**src/rtl/serial_logical_eq_pkg.sv**
```systemverilog
// Shared types and helpers for the bit-serial logical-equality comparator.
package serial_logical_eq_pkg;

    typedef enum logic {ACCUM, RESULT} state_t;

    // Width needed to hold a beat count in the range 0..n.
    function automatic int cnt_width(input int n);
        return $clog2(n + 1);
    endfunction

endpackage

```
**src/rtl/serial_logical_eq_if.sv**
```systemverilog
// Beat-in / result-out stream bundle for serial_logical_eq.
interface serial_logical_eq_if #(
    parameter int N = 8
);
    localparam int CW = serial_logical_eq_pkg::cnt_width(N);

    logic          in_valid;
    logic          in_ready;
    logic          in_a;
    logic          in_b;
    logic          in_last;
    logic          out_valid;
    logic          out_ready;
    logic          out_eq;
    logic          out_ne;
    logic [CW-1:0] out_count;

    modport master (
        output in_valid, in_a, in_b, in_last, out_ready,
        input  in_ready, out_valid, out_eq, out_ne, out_count
    );

    modport slave (
        input  in_valid, in_a, in_b, in_last, out_ready,
        output in_ready, out_valid, out_eq, out_ne, out_count
    );

endinterface

```
**src/rtl/serial_logical_eq_or_acc.sv**
```systemverilog
// Sticky 1-bit OR accumulator: once a 1 is seen it holds until cleared.
module serial_or_acc (
    input  logic clk,
    input  logic rst_n,
    input  logic clr,
    input  logic en,
    input  logic d,
    output logic q
);

    always_ff @(posedge clk or negedge rst_n) begin
        if (!rst_n)   q <= 1'b0;
        else if (clr) q <= 1'b0;
        else if (en)  q <= q | d;
    end

endmodule

```
**src/rtl/serial_logical_eq.sv**
```systemverilog
// Bit-serial logical equality: OR-accumulates A and B truthiness over up to
// N beats, then holds a registered EQ/NE result until it is consumed.
module serial_logical_eq
    import serial_logical_eq_pkg::*;
#(
    parameter int N = 8
) (
    input  logic               clk,
    input  logic               rst_n,
    input  logic               clear,
    serial_logical_eq_if.slave bus
);

    localparam int CW = cnt_width(N);

    state_t        state;
    logic [CW-1:0] count;
    logic [CW-1:0] count_nxt;
    logic          acc_a, acc_b;
    logic          acc_clr, acc_en;
    logic          eq_r, ne_r;
    logic [CW-1:0] cnt_r;
    logic          fin_a, fin_b;

    assign count_nxt = count + CW'(1);

    // Accumulators follow the FSM: load only on accepted beats, wipe on
    // abort or once the result has been handed off.
    assign acc_en  = bus.in_valid & (state == ACCUM) & ~clear;
    assign acc_clr = clear | ((state == RESULT) & bus.out_ready);

    // Folding the current beat in lets the result register on the final beat.
    assign fin_a = acc_a | bus.in_a;
    assign fin_b = acc_b | bus.in_b;

    serial_or_acc u_acc_a (
        .clk  (clk),
        .rst_n(rst_n),
        .clr  (acc_clr),
        .en   (acc_en),
        .d    (bus.in_a),
        .q    (acc_a)
    );

    serial_or_acc u_acc_b (
        .clk  (clk),
        .rst_n(rst_n),
        .clr  (acc_clr),
        .en   (acc_en),
        .d    (bus.in_b),
        .q    (acc_b)
    );

    always_ff @(posedge clk or negedge rst_n) begin
        if (!rst_n) begin
            state <= ACCUM;
            count <= '0;
            eq_r  <= 1'b1;
            ne_r  <= 1'b0;
            cnt_r <= '0;
        end else if (clear) begin
            state <= ACCUM;
            count <= '0;
        end else begin
            case (state)
                ACCUM: begin
                    if (bus.in_valid) begin
                        count <= count_nxt;
                        if (bus.in_last || count_nxt == CW'(N)) begin
                            state <= RESULT;
                            eq_r  <= ~(fin_a ^ fin_b);
                            ne_r  <= fin_a ^ fin_b;
                            cnt_r <= count_nxt;
                        end
                    end
                end
                RESULT: begin
                    if (bus.out_ready) begin
                        state <= ACCUM;
                        count <= '0;
                    end
                end
                default: state <= ACCUM;
            endcase
        end
    end

    assign bus.in_ready  = (state == ACCUM);
    assign bus.out_valid = (state == RESULT);
    assign bus.out_eq    = eq_r;
    assign bus.out_ne    = ne_r;
    assign bus.out_count = cnt_r;

endmodule

```
**src/flat_wrapper.sv**
```systemverilog
// flat-port wrapper written by rule: the top's interface ports become plain ports
module serial_logical_eq_flat import serial_logical_eq_pkg::*;
#(
    parameter int N = 8
)
  (clk, rst_n, clear, bus_in_valid, bus_in_a, bus_in_b, bus_in_last, bus_out_ready, bus_in_ready, bus_out_valid, bus_out_eq, bus_out_ne, bus_out_count);
  serial_logical_eq_if #(.N(N)) bus_i ();
  input  logic clk;
  input  logic rst_n;
  input  logic clear;
  input wire logic [$bits(bus_i.in_valid)-1:0] bus_in_valid;
  input wire logic [$bits(bus_i.in_a)-1:0] bus_in_a;
  input wire logic [$bits(bus_i.in_b)-1:0] bus_in_b;
  input wire logic [$bits(bus_i.in_last)-1:0] bus_in_last;
  input wire logic [$bits(bus_i.out_ready)-1:0] bus_out_ready;
  output wire logic [$bits(bus_i.in_ready)-1:0] bus_in_ready;
  output wire logic [$bits(bus_i.out_valid)-1:0] bus_out_valid;
  output wire logic [$bits(bus_i.out_eq)-1:0] bus_out_eq;
  output wire logic [$bits(bus_i.out_ne)-1:0] bus_out_ne;
  output wire logic [$bits(bus_i.out_count)-1:0] bus_out_count;
  assign bus_i.in_valid = bus_in_valid;
  assign bus_i.in_a = bus_in_a;
  assign bus_i.in_b = bus_in_b;
  assign bus_i.in_last = bus_in_last;
  assign bus_i.out_ready = bus_out_ready;
  assign bus_in_ready = bus_i.in_ready;
  assign bus_out_valid = bus_i.out_valid;
  assign bus_out_eq = bus_i.out_eq;
  assign bus_out_ne = bus_i.out_ne;
  assign bus_out_count = bus_i.out_count;
  serial_logical_eq #(.N(N)) u_core (.clk(clk), .rst_n(rst_n), .clear(clear), .bus(bus_i));
endmodule
```
**config.mk**
```make
export PLATFORM = sky130hd
export DESIGN_NAME = serial_logical_eq_flat
export DESIGN_NICKNAME = d
export VERILOG_FILES = /design/src/rtl/serial_logical_eq_pkg.sv /design/src/rtl/serial_logical_eq_if.sv /design/src/rtl/serial_logical_eq_or_acc.sv /design/src/rtl/serial_logical_eq.sv /design/src/flat_wrapper.sv
export SDC_FILE = /design/constraint.sdc
export NUM_CORES = 1
export LEC_CHECK = 0
export CAP_MARGIN = 10
export CORE_MARGIN = 3
export CORE_UTILIZATION = 40
export CTS_BUF_LIST = sky130_fd_sc_hd__clkbuf_4 sky130_fd_sc_hd__clkbuf_8 sky130_fd_sc_hd__clkbuf_16
export CTS_CLUSTER_DIAMETER = 100
export CTS_CLUSTER_SIZE = 30
export DETAILED_ROUTE_END_ITERATION = 10
export PLACE_DENSITY_LB_ADDON = 0.08
export SKIP_CTS_REPAIR_TIMING = 1
export SYNTH_ARGS = -nofsm -noshare
export SYNTH_HDL_FRONTEND = slang
export SYNTH_HIERARCHICAL = 1
export SYNTH_SLANG_ARGS = --single-unit
```
**constraint.sdc**
```tcl
create_clock -name clk -period 3.5 [get_ports clk]
set_clock_uncertainty 0.1 [all_clocks]
set_input_delay 0.525 -clock clk [delete_from_list [all_inputs] [get_ports clk]]
set_output_delay 0.525 -clock clk [all_outputs]
set_load 0.05 [all_outputs]
```
==> results.tsv <==
stage	metric	value	unit
run_status	status	completed	
detailed_routing	met2 WL	571	um
detailed_routing	met1 wire length	594	um
sta	min cycle time layout	2317	ps
power_and_ir_drop	maximum vdd drop	0.2105	mV
synth	Synth Register Bits	13	
synth	post-synthesis sequential area ratio	48.07	%
synth	leading area contributor after synthesis	dfrtp_1	
detailed_routing	Post-DRT Antenna Nets	0	
placement	placer congestion estimate	0.7856	
sta	worst slew pin tran	584.6	ps
synth	cells after synthesis	61	
setup_path	worst r2r path cells	4	
synth	warnings from Yosys	6	
sta	max-slew violations	0	
layout	layout cells sized above 1	17.50	%
floorplan	initial core utilization	43.58	%
power_and_ir_drop	total power per unit cell area	485.7	nW/um^2
hold_path	Hold Crit Class	reg -> reg	
clock_tree	htree depth	1	
sta	# setup viols final	0	
placement	HPWL Detailed	972.6	um
floorplan	Die H	47.21	um
setup_path	Critical Path RT	2870	ps
sta	max frequency	431.5	MHz
setup_path	crit path kind	reg -> out	
setup_path	crit start category	flip-flop	
global_routing	GRT Overall Usage	13.94	%
layout	antenna cells	0	
placement	Port Buf Inserts	15	
layout	area grow syn2layout	29.47	%
layout	fin nets	90	
floorplan	Std-Cell Rows	14	
synth	Synth cell types	25	
clock_tree	Sink Count	13	
clock_tree	Root Buffer Master	clkbuf_4	
hold_path	Hold Path Stages	1	
detailed_routing	DRC viols	0	
sta	Slew headroom	60.90	%
sta	final hold violation count	0	
floorplan	CORE AREA	1559	um^2
floorplan	Die ar.	2229	um^2
sta	Fin Setup TNS	0	ps
detailed_routing	vias per cell	5.417	
layout	Core Util, Final	56.42	%
clock_tree	Inserted Clock Buffers	3	
setup_path	Crit. End Element	primary output	
setup_path	CP max FO	8	
clock_tree	Clock Tree Buf Depth	2	
detailed_routing	via count	520	
clock_tree	TritonCTS clock tree	yes	
floorplan	I/O Pins	16	
global_routing	initial antenna violation count	0	
layout	Fillers	141	
placement	pre-CTS setup slack	1165	ps
global_routing	vias in the first global route	499	
global_routing	largest net degree at the start of global routing	14	
synth	share of the synthesized area in the top cell type	44.20	%
job	Max-Cap Viols	0	
detailed_routing	wirelength, routed	1266	um
layout	most frequent cells in the layout	clkdlybuf4s50_1, dfrtp_1, nor2_1, a21oi_1	
global_routing	grt total ovfl	0	
detailed_routing	wire length per cell	13.19	um
placement	DP Area	849.6	um^2
sta	Final Cycle Share	66.21	%
detailed_routing	DR WL met3	87	um
floorplan	Die X	47.21	um
setup_path	critical path arrival	1690	ps
global_routing	first-pass GRT wire length	2208	um
power_and_ir_drop	total power	427.2	uW
power_and_ir_drop	leakage power	0.0004456	uW
detailed_routing	initial DRC count	4	
synth	largest cells by area after synthesis	dfrtp_1, mux2_4, a21oi_1, nor2_1, dfstp_2	
detailed_routing	DRT Pass-1 Iters	5	
clock_tree	CTS clk-pin slew, worst paths	80	ps
sta	final worst slack	1183	ps
clock_tree	Clock Latency Late Sink	270	ps
sta	RSZ-0062 raised after global routing	no	
synth	Net Count, Synth	70	
layout	post-route cell area	879.6	um^2
synth	Avg Cell Area, Syn	11.14	um^2
detailed_routing	max layer used	met4	
layout	commonest non-fill, non-tap cell in the layout	clkdlybuf4s50_1	
synth	Syn Std Cell Area	679.4	um^2
-- path summary, 6_finish.rpt --
| check | start | end | slack (ps) |
|---|---|---|---|
| max reg2reg | u_core/count[0] | u_core/bus.out_count[1] | 1730 |
| max in group asynchronous | rst_n | u_core/count[1] | 2390 |
| min in group asynchronous | rst_n | u_core/bus.out_count[2] | 520 |
| min | u_core/bus.out_count[3] | u_core/bus.out_count[3] | 410 |
| max | u_core/bus.out_valid | bus_in_ready | 1180 |
| min reg2reg | u_core/bus.out_count[3] | u_core/bus.out_count[3] | 410 |
-- cells by family (layout without fill, tap and decap cells) --
logic type / count (synthesis) / in the layout / synth area share, %
and+or+nand+nor: 19 / 19 / 15.84
AOI/OAI and AO/OA: 13 / 13 / 12.71
DFF: 13 / 13 / 48.07
muxes: 6 / 6 / 11.79
xor gates and xnor gates: 5 / 5 / 7.552
buffers and inverters: 4 / 23 / 2.209
adders and majority gates: 1 / 1 / 1.841
-- Yosys cell counts --
| library cell | n |
|---|---|
| mux2_4 | 4 |
| mux2i_1 | 2 |
| ha_1 | 1 |
| a211oi_1 | 1 |
| nand3_1 | 1 |
| nor3b_4 | 1 |
| inv_1 | 3 |
| nand3b_1 | 2 |
| a22oi_4 | 1 |
| xor2_1 | 1 |
| xnor2_1 | 3 |
| nor2b_1 | 1 |
| a21oi_1 | 7 |
| and3_4 | 1 |
| o22ai_1 | 1 |
| xnor2_2 | 1 |
| o21ai_0 | 1 |
| dfrtp_1 | 12 |
| nor2_1 | 8 |
| o21ai_1 | 1 |
| inv_2 | 1 |
| nand2_1 | 4 |
| a31oi_1 | 1 |
| nand4_1 | 1 |
| dfstp_2 | 1 |
-- state kept, by name, indices dropped and copies added (netlist names) --
signal,cells
u_core/count,4
u_core/bus.out_count,4
u_core/bus.out_ne,1
u_core/bus.out_eq,1
u_core/bus.out_valid,1
u_core/u_acc_a/q,1
u_core/u_acc_b/q,1
-- power by group --
group / total, uW / leakage, uW / switching, uW / internal, uW
clock network: 98.8 / 0.0000184 / 47.1 / 51.8
registers: 184 / 0.000168 / 13.5 / 171
logic: 144 / 0.000259 / 87.7 / 56.6
total: 427 / 0.000446 / 148 / 279
-- layout make-up --
| class | instances | area [um^2] | share of cell area (%) |
|---|---|---|---|
| Sequential cell | 13 | 326.6 | 37.13 |
| Timing Repair Buffer | 15 | 150.1 | 17.07 |
| Inverter | 4 | 15.01 | 1.707 |
| Clock buffer | 4 | 30.03 | 3.414 |
| Multi-Input combinational cell | 44 | 337.8 | 38.41 |
| Tap cell | 16 | 20.02 | 2.276 |
-- layer usage --
metal	vias to the layer above	GRT usage, %
met1	254	17.32
met4	0	4.972
met2	16	22.76
met3	2	4.215
met5	-	0
li1	248	-
-- critical path: stages, from the launching register on --
cell             delay [ps]
dfrtp_1                 490
inv_2                   120
clkdlybuf4s50_1         810
-- stage by stage --
| stage | std cells | hold slack [ps] |
|---|---|---|
| 2_1_floorplan | 61 | 129.4 |
| 3_3_place_gp | 92 | 388.2 |
| 3_5_place_dp | 92 | 392.6 |
| 4_1_cts | 96 | 416.0 |
| 5_1_grt | 96 | 441.4 |
| 6_report | 96 | 414.2 |
No activity file was read; power rests on OpenSTA's default activity.
